[src/rtl/uart_pkg.sv]
// Shared types and helpers for the UART transmitter arbiter.
package uart_pkg;

   localparam int UART_BYTE_W = 8;

   typedef enum logic [1:0] {
      ARB_IDLE      = 2'd0,
      ARB_LOAD      = 2'd1,
      ARB_WAIT_BUSY = 2'd2,
      ARB_WAIT_DONE = 2'd3
   } arb_state_e;

   function automatic int clog2(input int n);
      int r;
      r = 0;
      for (int i = 0; i < 31; i++) begin
         if ((1 << i) < n) r = i + 1;
      end
      return r;
   endfunction

endpackage

[src/rtl/uart_rr_pick.sv]
// Round-robin picker: rotate requests so ptr sits at bit 0, take the lowest set bit,
// then rotate the index back into requester numbering.
module uart_rr_pick #(
   parameter int N  = 4,
   parameter int IW = 2
) (
   input  logic [N-1:0]  i_req,
   input  logic [IW-1:0] i_ptr,
   output logic [N-1:0]  o_grant,
   output logic [IW-1:0] o_idx
);

   localparam logic [IW:0] NL = (IW+1)'(N);

   logic [N-1:0]  w_rot;
   logic [IW-1:0] w_off;
   logic [IW-1:0] w_idx;
   logic          w_any;

   function automatic logic [IW-1:0] add_mod(input logic [IW-1:0] a, input logic [IW-1:0] b);
      logic [IW:0] s;
      s = {1'b0, a} + {1'b0, b};
      if (s >= NL) s = s - NL;
      return s[IW-1:0];
   endfunction

   always_comb begin
      w_rot   = '0;
      w_off   = '0;
      w_idx   = '0;
      w_any   = |i_req;
      o_grant = '0;
      for (int k = 0; k < N; k++) w_rot[k] = i_req[add_mod(i_ptr, IW'(k))];
      for (int k = N-1; k >= 0; k--) begin
         if (w_rot[k]) w_off = IW'(k);
      end
      w_idx = add_mod(i_ptr, w_off);
      for (int k = 0; k < N; k++) o_grant[k] = w_any && (w_idx == IW'(k));
   end

   assign o_idx = w_idx;

endmodule

[src/rtl/uart_tx_arbiter.sv]
// Round-robin, frame-locking arbiter sharing one UART transmitter between NUM_REQ byte sources.
// A lock ends on req_last, on a burst limit, or when the owner stays silent too long.
module uart_tx_arbiter
   import uart_pkg::*;
#(
   parameter int NUM_REQ      = 4,
   parameter int MAX_BURST    = 16,
   parameter int IDLE_TIMEOUT = 1024
) (
   input  logic                             clk,
   input  logic                             rstn,
   input  logic [NUM_REQ-1:0]               i_req_valid,
   input  logic [UART_BYTE_W*NUM_REQ-1:0]   i_req_data,
   input  logic [NUM_REQ-1:0]               i_req_last,
   output logic [NUM_REQ-1:0]               o_req_ready,
   output logic [clog2(NUM_REQ)-1:0]        o_grant_id,
   output logic                             o_grant_active,
   output logic                             o_lock_drop,
   output logic [UART_BYTE_W-1:0]           o_tx_data_in,
   output logic                             o_tx_data_en_n,
   input  logic                             i_tx_busy
);

   localparam int            IW       = clog2(NUM_REQ);
   localparam int            TW       = clog2(IDLE_TIMEOUT) + 1;
   localparam logic [IW-1:0] LAST_IDX = IW'(NUM_REQ - 1);

   arb_state_e             r_state;
   logic [IW-1:0]          r_ptr;
   logic [IW-1:0]          r_owner;
   logic                   r_lock;
   logic                   r_lock_drop;
   logic [7:0]             r_burst_cnt;
   logic [TW-1:0]          r_tmo_cnt;
   logic [UART_BYTE_W-1:0] r_tx_data;

   logic [NUM_REQ-1:0]     w_pick_grant;
   logic [NUM_REQ-1:0]     w_ready;
   logic [IW-1:0]          w_pick_idx;
   logic [IW-1:0]          w_win;
   logic [UART_BYTE_W-1:0] w_win_data;
   logic                   w_idle;
   logic                   w_accept;
   logic                   w_owner_valid;
   logic                   w_last;
   logic                   w_burst_end;
   logic                   w_timeout;

   function automatic logic [IW-1:0] wrap_inc(input logic [IW-1:0] idx);
      return (idx == LAST_IDX) ? '0 : idx + 1'b1;
   endfunction

   uart_rr_pick #(.N(NUM_REQ), .IW(IW)) u_pick (
      .i_req   (i_req_valid),
      .i_ptr   (r_ptr),
      .o_grant (w_pick_grant),
      .o_idx   (w_pick_idx)
   );

   assign w_idle        = (r_state == ARB_IDLE);
   assign w_owner_valid = i_req_valid[r_owner];
   assign w_win         = r_lock ? r_owner : w_pick_idx;

   // While locked only the owner may transfer; everyone else is ignored.
   always_comb begin
      w_ready = '0;
      if (w_idle) begin
         if (r_lock) w_ready[r_owner] = w_owner_valid;
         else        w_ready          = w_pick_grant;
      end
   end

   always_comb begin
      w_win_data = '0;
      w_last     = 1'b0;
      for (int i = 0; i < NUM_REQ; i++) begin
         if (w_win == IW'(i)) begin
            w_win_data = i_req_data[i*UART_BYTE_W +: UART_BYTE_W];
            w_last     = i_req_last[i];
         end
      end
   end

   assign w_accept    = |(i_req_valid & w_ready);
   assign w_burst_end = (r_burst_cnt + 8'd1) == 8'(MAX_BURST);
   assign w_timeout   = r_lock && !w_owner_valid && (r_tmo_cnt == TW'(IDLE_TIMEOUT - 1));

   always_ff @(posedge clk or negedge rstn) begin
      if (!rstn) begin
         r_state     <= ARB_IDLE;
         r_ptr       <= '0;
         r_owner     <= '0;
         r_lock      <= 1'b0;
         r_lock_drop <= 1'b0;
         r_burst_cnt <= '0;
         r_tmo_cnt   <= '0;
         r_tx_data   <= '0;
      end else begin
         r_lock_drop <= 1'b0;
         case (r_state)
            ARB_IDLE: begin
               if (w_accept) begin
                  r_owner   <= w_win;
                  r_tx_data <= w_win_data;
                  r_tmo_cnt <= '0;
                  r_state   <= ARB_LOAD;
                  if (w_last || w_burst_end) begin
                     r_lock      <= 1'b0;
                     r_burst_cnt <= '0;
                     r_ptr       <= wrap_inc(w_win);
                     r_lock_drop <= !w_last;
                  end else begin
                     r_lock      <= 1'b1;
                     r_burst_cnt <= r_burst_cnt + 8'd1;
                  end
               end else if (r_lock) begin
                  // Acceptance wins over the timeout, so this branch only sees a silent owner.
                  if (w_timeout) begin
                     r_lock      <= 1'b0;
                     r_burst_cnt <= '0;
                     r_tmo_cnt   <= '0;
                     r_ptr       <= wrap_inc(r_owner);
                     r_lock_drop <= 1'b1;
                  end else begin
                     r_tmo_cnt <= r_tmo_cnt + 1'b1;
                  end
               end
            end
            ARB_LOAD:      if (!i_tx_busy) r_state <= ARB_WAIT_BUSY;
            ARB_WAIT_BUSY: if (i_tx_busy)  r_state <= ARB_WAIT_DONE;
            ARB_WAIT_DONE: if (!i_tx_busy) r_state <= ARB_IDLE;
            default:       r_state <= ARB_IDLE;
         endcase
      end
   end

   assign o_req_ready    = w_ready;
   assign o_grant_id     = r_owner;
   assign o_grant_active = r_lock | !w_idle;
   assign o_lock_drop    = r_lock_drop;
   assign o_tx_data_in   = r_tx_data;
   assign o_tx_data_en_n = !((r_state == ARB_LOAD) && !i_tx_busy);

endmodule

[config.mk]
export PLATFORM = sky130hd
export DESIGN_NAME = uart_tx_arbiter
export DESIGN_NICKNAME = d
export VERILOG_FILES = /design/src/rtl/uart_pkg.sv /design/src/rtl/uart_rr_pick.sv /design/src/rtl/uart_tx_arbiter.sv
export SDC_FILE = /design/constraint.sdc
export NUM_CORES = 1
export LEC_CHECK = 0
export CAP_MARGIN = 25
export CORE_ASPECT_RATIO = 2
export CORE_MARGIN = 2
export CORE_UTILIZATION = 40
export CTS_CLUSTER_DIAMETER = 100
export DETAILED_ROUTE_END_ITERATION = 8
export GPL_TIMING_DRIVEN = 1
export PLACE_DENSITY = 0.76
export SLEW_MARGIN = 25
export SYNTH_ARGS = -nofsm -noshare
export SYNTH_HDL_FRONTEND = slang
export SYNTH_HIERARCHICAL = 1
export SYNTH_SLANG_ARGS = --single-unit
[constraint.sdc]
create_clock -name clk -period 3.5 [get_ports clk]
set_input_delay 1.05 -clock clk [delete_from_list [all_inputs] [get_ports clk]]
set_output_delay 1.05 -clock clk [all_outputs]
set_load 0.05 [all_outputs]
==> results.yml <==
timing:
  relSlewSlack_pct: 57.0
  holdWs_ns: 0.479
  finalCritPeriodShare_pct: 111
  fin_ws_ns: -0.391
  setup_viol: 21
  finalHoldViolations: 0
  period_needed_ns: 3.89
  rsz0062_at_grt: "yes"
  fmax_ghz: 0.257
  worst_pin_slew_ns: 0.637
  drv_slew: 0
  skew_ns: 0.00285
clock_tree:
  cts_buffer_depth: 2
  htreeDepth: 2
  cts-root-buf: "clkbuf_16"
  cts_buffers: 5
  insertion_delay_ns: 0.28
  clock-sinks: 35
  clk_pin_slew_ns: 0.05
  tritoncts: "yes"
yosys:
  yosys.cell_count.top_type: "nand2_1"
  synthArstFlopShare_pct: 100
  synth_top_area_share_pct: 33.7
  synthCells: 308
  synth.area.top_cells: "dfrtp_1 (34%), ha_1 (7.2%), a21oi_1 (6.3%), nand2_1 (6.2%), mux2i_1 (4.2%)"
  synth_area_per_cell_um2: 8.45
  synth_top_cell_by_area: "dfrtp_1"
  ys.flop_type: "dfrtp_1"
  syn-cell-area_um2: 2600
  ys_seq_area_share_pct: 33.7
  synth_seq_cells: 35
  synth_cell_types: 54
  synthTopCellsByCount: "nand2_1 (43), dfrtp_1 (35), a21oi_1 (33)"
  synthesis.nets: 366
  ys_warn_count: 6
  synth_edf_count: 0
worst_setup_path:
  cpMaxStageDelayCell: "ha_4"
  crit_buf_inv: 3
  reg2reg_depth: 16
  required_ns: 2.45
  cpPeakStageDelay_ns: 0.24
  crit_arrival_ns: 2.84
  start_kind: "input port"
  crit_type: "input port to primary output"
  endpoint_kind: "primary output"
  r2r_slack_ns: 0.02
  path_cells: "buf_8, buf_6, nor2_4, o21ai_2, o221ai_4, ha_4, xor2_4, nand2_2, mux2i_2, mux2i_2, nor2_4, buf_12"
  r2r-start: "r_ptr[0]"
  cp_max_fo: 3
  r2r_end: "r_ptr[0]"
  path_delay_family: "simple AND/OR/NAND/NOR gates"
placed_design:
  dp_hpwl_mm: 5.34
  io_buffers: 59
  post-place-cells: 473
  dpl_cell_area_um2: 3620
  gp_congestion: 0.965
global_route:
  grt_max_degree: 36
  grt_pass1_wl_mm: 12.8
  antenna_found_initial: 0
  grt_pass1_vias: 2875
  grt_usage_pct: 23.2
  grt_overflow: 0
route:
  wl_mm: 8.21
  drc_errors: 0
  vias: 2763
  drtAntennaViolNets: 0
  wire_per_inst_um: 16.4
  initialDrtViolationCount: 98
  via_per_inst: 5.53
  first_pass_iters: 4
final_layout:
  final_nets: 471
  fin_area_um2: 4260
  fin_cells: 500
  insertedDiodeCount: 0
  drive_above_1_share_pct: 31.6
  syn_to_final_growth_pct: 63.6
die:
  start_util_pct: 41.2
  core-area_um2: 6310
  rows: 41
  die-height_um: 118
  ios: 60
  die-width_um: 61.0
  die-area_um2: 7200
hold_path:
  holdCritPathClass: "flip-flop to flip-flop"
  hold_end: "o_tx_data_in[3]"
  min_path_cells: 2
  hp-start: "o_tx_data_in[3]"
outcome:
  status: "complete, but fails checks"
  violations: "negative setup slack"
power:
  leakagePower_uw: 0.00180
  power_density_nw_per_um2: 1020
  vdd_ir_drop_max_uv: 795
  power_uw: 4340
run:
  drv_cap: 0
-- where the power goes --
part           total (uW)  leakage, uW  switching (uW)  internal [uW]
combinational        3050      0.00126            1590           1450
sequential            770     0.000452             214            556
clock                 519    0.0000868             166            354
-- per-stage QoR --
| stage | worst slack (ns) | TNS, ns | util [%] |
|---|---|---|---|
| 6_report | -0.391 | -4.00 | 67.5 |
| 5_1_grt | -0.455 | -7.28 | 67.5 |
| 4_1_cts | -0.334 | -2.66 | 64.3 |
| 3_5_place_dp | -0.848 | -24.56 | 57.4 |
| 3_3_place_gp | -0.787 | -21.92 | 57.4 |
| 2_1_floorplan | -0.136 | -0.929 | - |
-- cell usage in the layout, fill, tap and decap left out, types with 4 or more instances in the layout --
master,synthesis,layout
a21oi_1,33,27
a21oi_2,0,5
a22o_1,6,6
and3_1,5,5
buf_12,0,7
buf_4,1,40
buf_6,1,13
clkbuf_16,0,5
clkdlybuf4s50_1,0,50
dfrtp_1,35,35
ha_1,15,13
inv_1,9,8
mux2_4,1,4
mux2i_1,11,5
mux2i_2,0,6
nand2_1,43,39
nand2_2,0,4
nand2b_1,5,4
nand3_1,9,9
nand3b_1,7,7
nor2_1,29,21
nor2_4,0,9
nor2b_1,6,5
nor3_1,4,4
o21ai_0,20,11
o21ai_1,4,7
o21ai_2,1,7
xnor2_1,6,5
-- layer usage --
metal | up-vias | part of all wire [%] | global-route usage, %
li1 | 1304 | - | -
met1 | 1371 | 36 | 22.9
met2 | 74 | 60 | 44.3
met3 | 14 | 2.1 | 2.86
met4 | 0 | 2.3 | 9.65
met5 | - | 0 | 0
-- sequential cells by signal, indices dropped and copies added (netlist names) --
name / cells
r_lock: 1
o_lock_drop: 1
r_state: 2
o_grant_id: 2
r_tmo_cnt: 11
r_burst_cnt: 8
r_ptr: 2
o_tx_data_in: 8
-- timing repair --
item	in CTS	in global routing
setup buffers	12	8
gates resized for setup	60	35
cloned	1	0
pin swaps	25	16
setup endpoints to repair	39	33
hold buffers	0	0
-- kinds of logic after synthesis --
kind of cell	synth area share, %
muxes	6.97
AOI/OAI and AO/OA	21.3
DFF	33.7
adders and majority gates	7.22
xor gates and xnor gates	3.03
and+or+nand+nor	23.9
buffers and inverters	3.94
-- final cells by class --
class | count | area (um2)
clock buffers | 6 | 139
clock inverters | 2 | 35.0
fillers | 451 | 2050
inverters | 9 | 33.8
multi-input cells | 250 | 1950
flip-flops and latches | 35 | 876
well taps | 86 | 108
repair buffers | 112 | 1120
-- how the worst max path moves through the flow --
stage | startpoint | end | slack (ns) | cells after the start
2_1_floorplan | i_req_valid[0] | r_ptr[0] | -0.14 | 17
3_3_place_gp | i_req_valid[0] | o_req_ready[1] | -0.79 | 12
3_5_place_dp | i_req_valid[0] | o_req_ready[2] | -0.85 | 12
4_1_cts | i_req_valid[0] | o_req_ready[3] | -0.33 | 12
5_1_grt | i_req_valid[0] | o_req_ready[1] | -0.45 | 12
6_report | i_req_valid[2] | o_req_ready[0] | -0.39 | 12
-- worst register-to-register path, delay by kind of cell (launching register included) --
family          cells  cell delay [ns]
buf+inv             5             0.77
simple gates        2             0.16
fa+ha+maj           2             0.50
compound gates      5             0.85
flops               1             0.60
mux                 2             0.50
No activity file was read; power rests on OpenSTA's default activity.
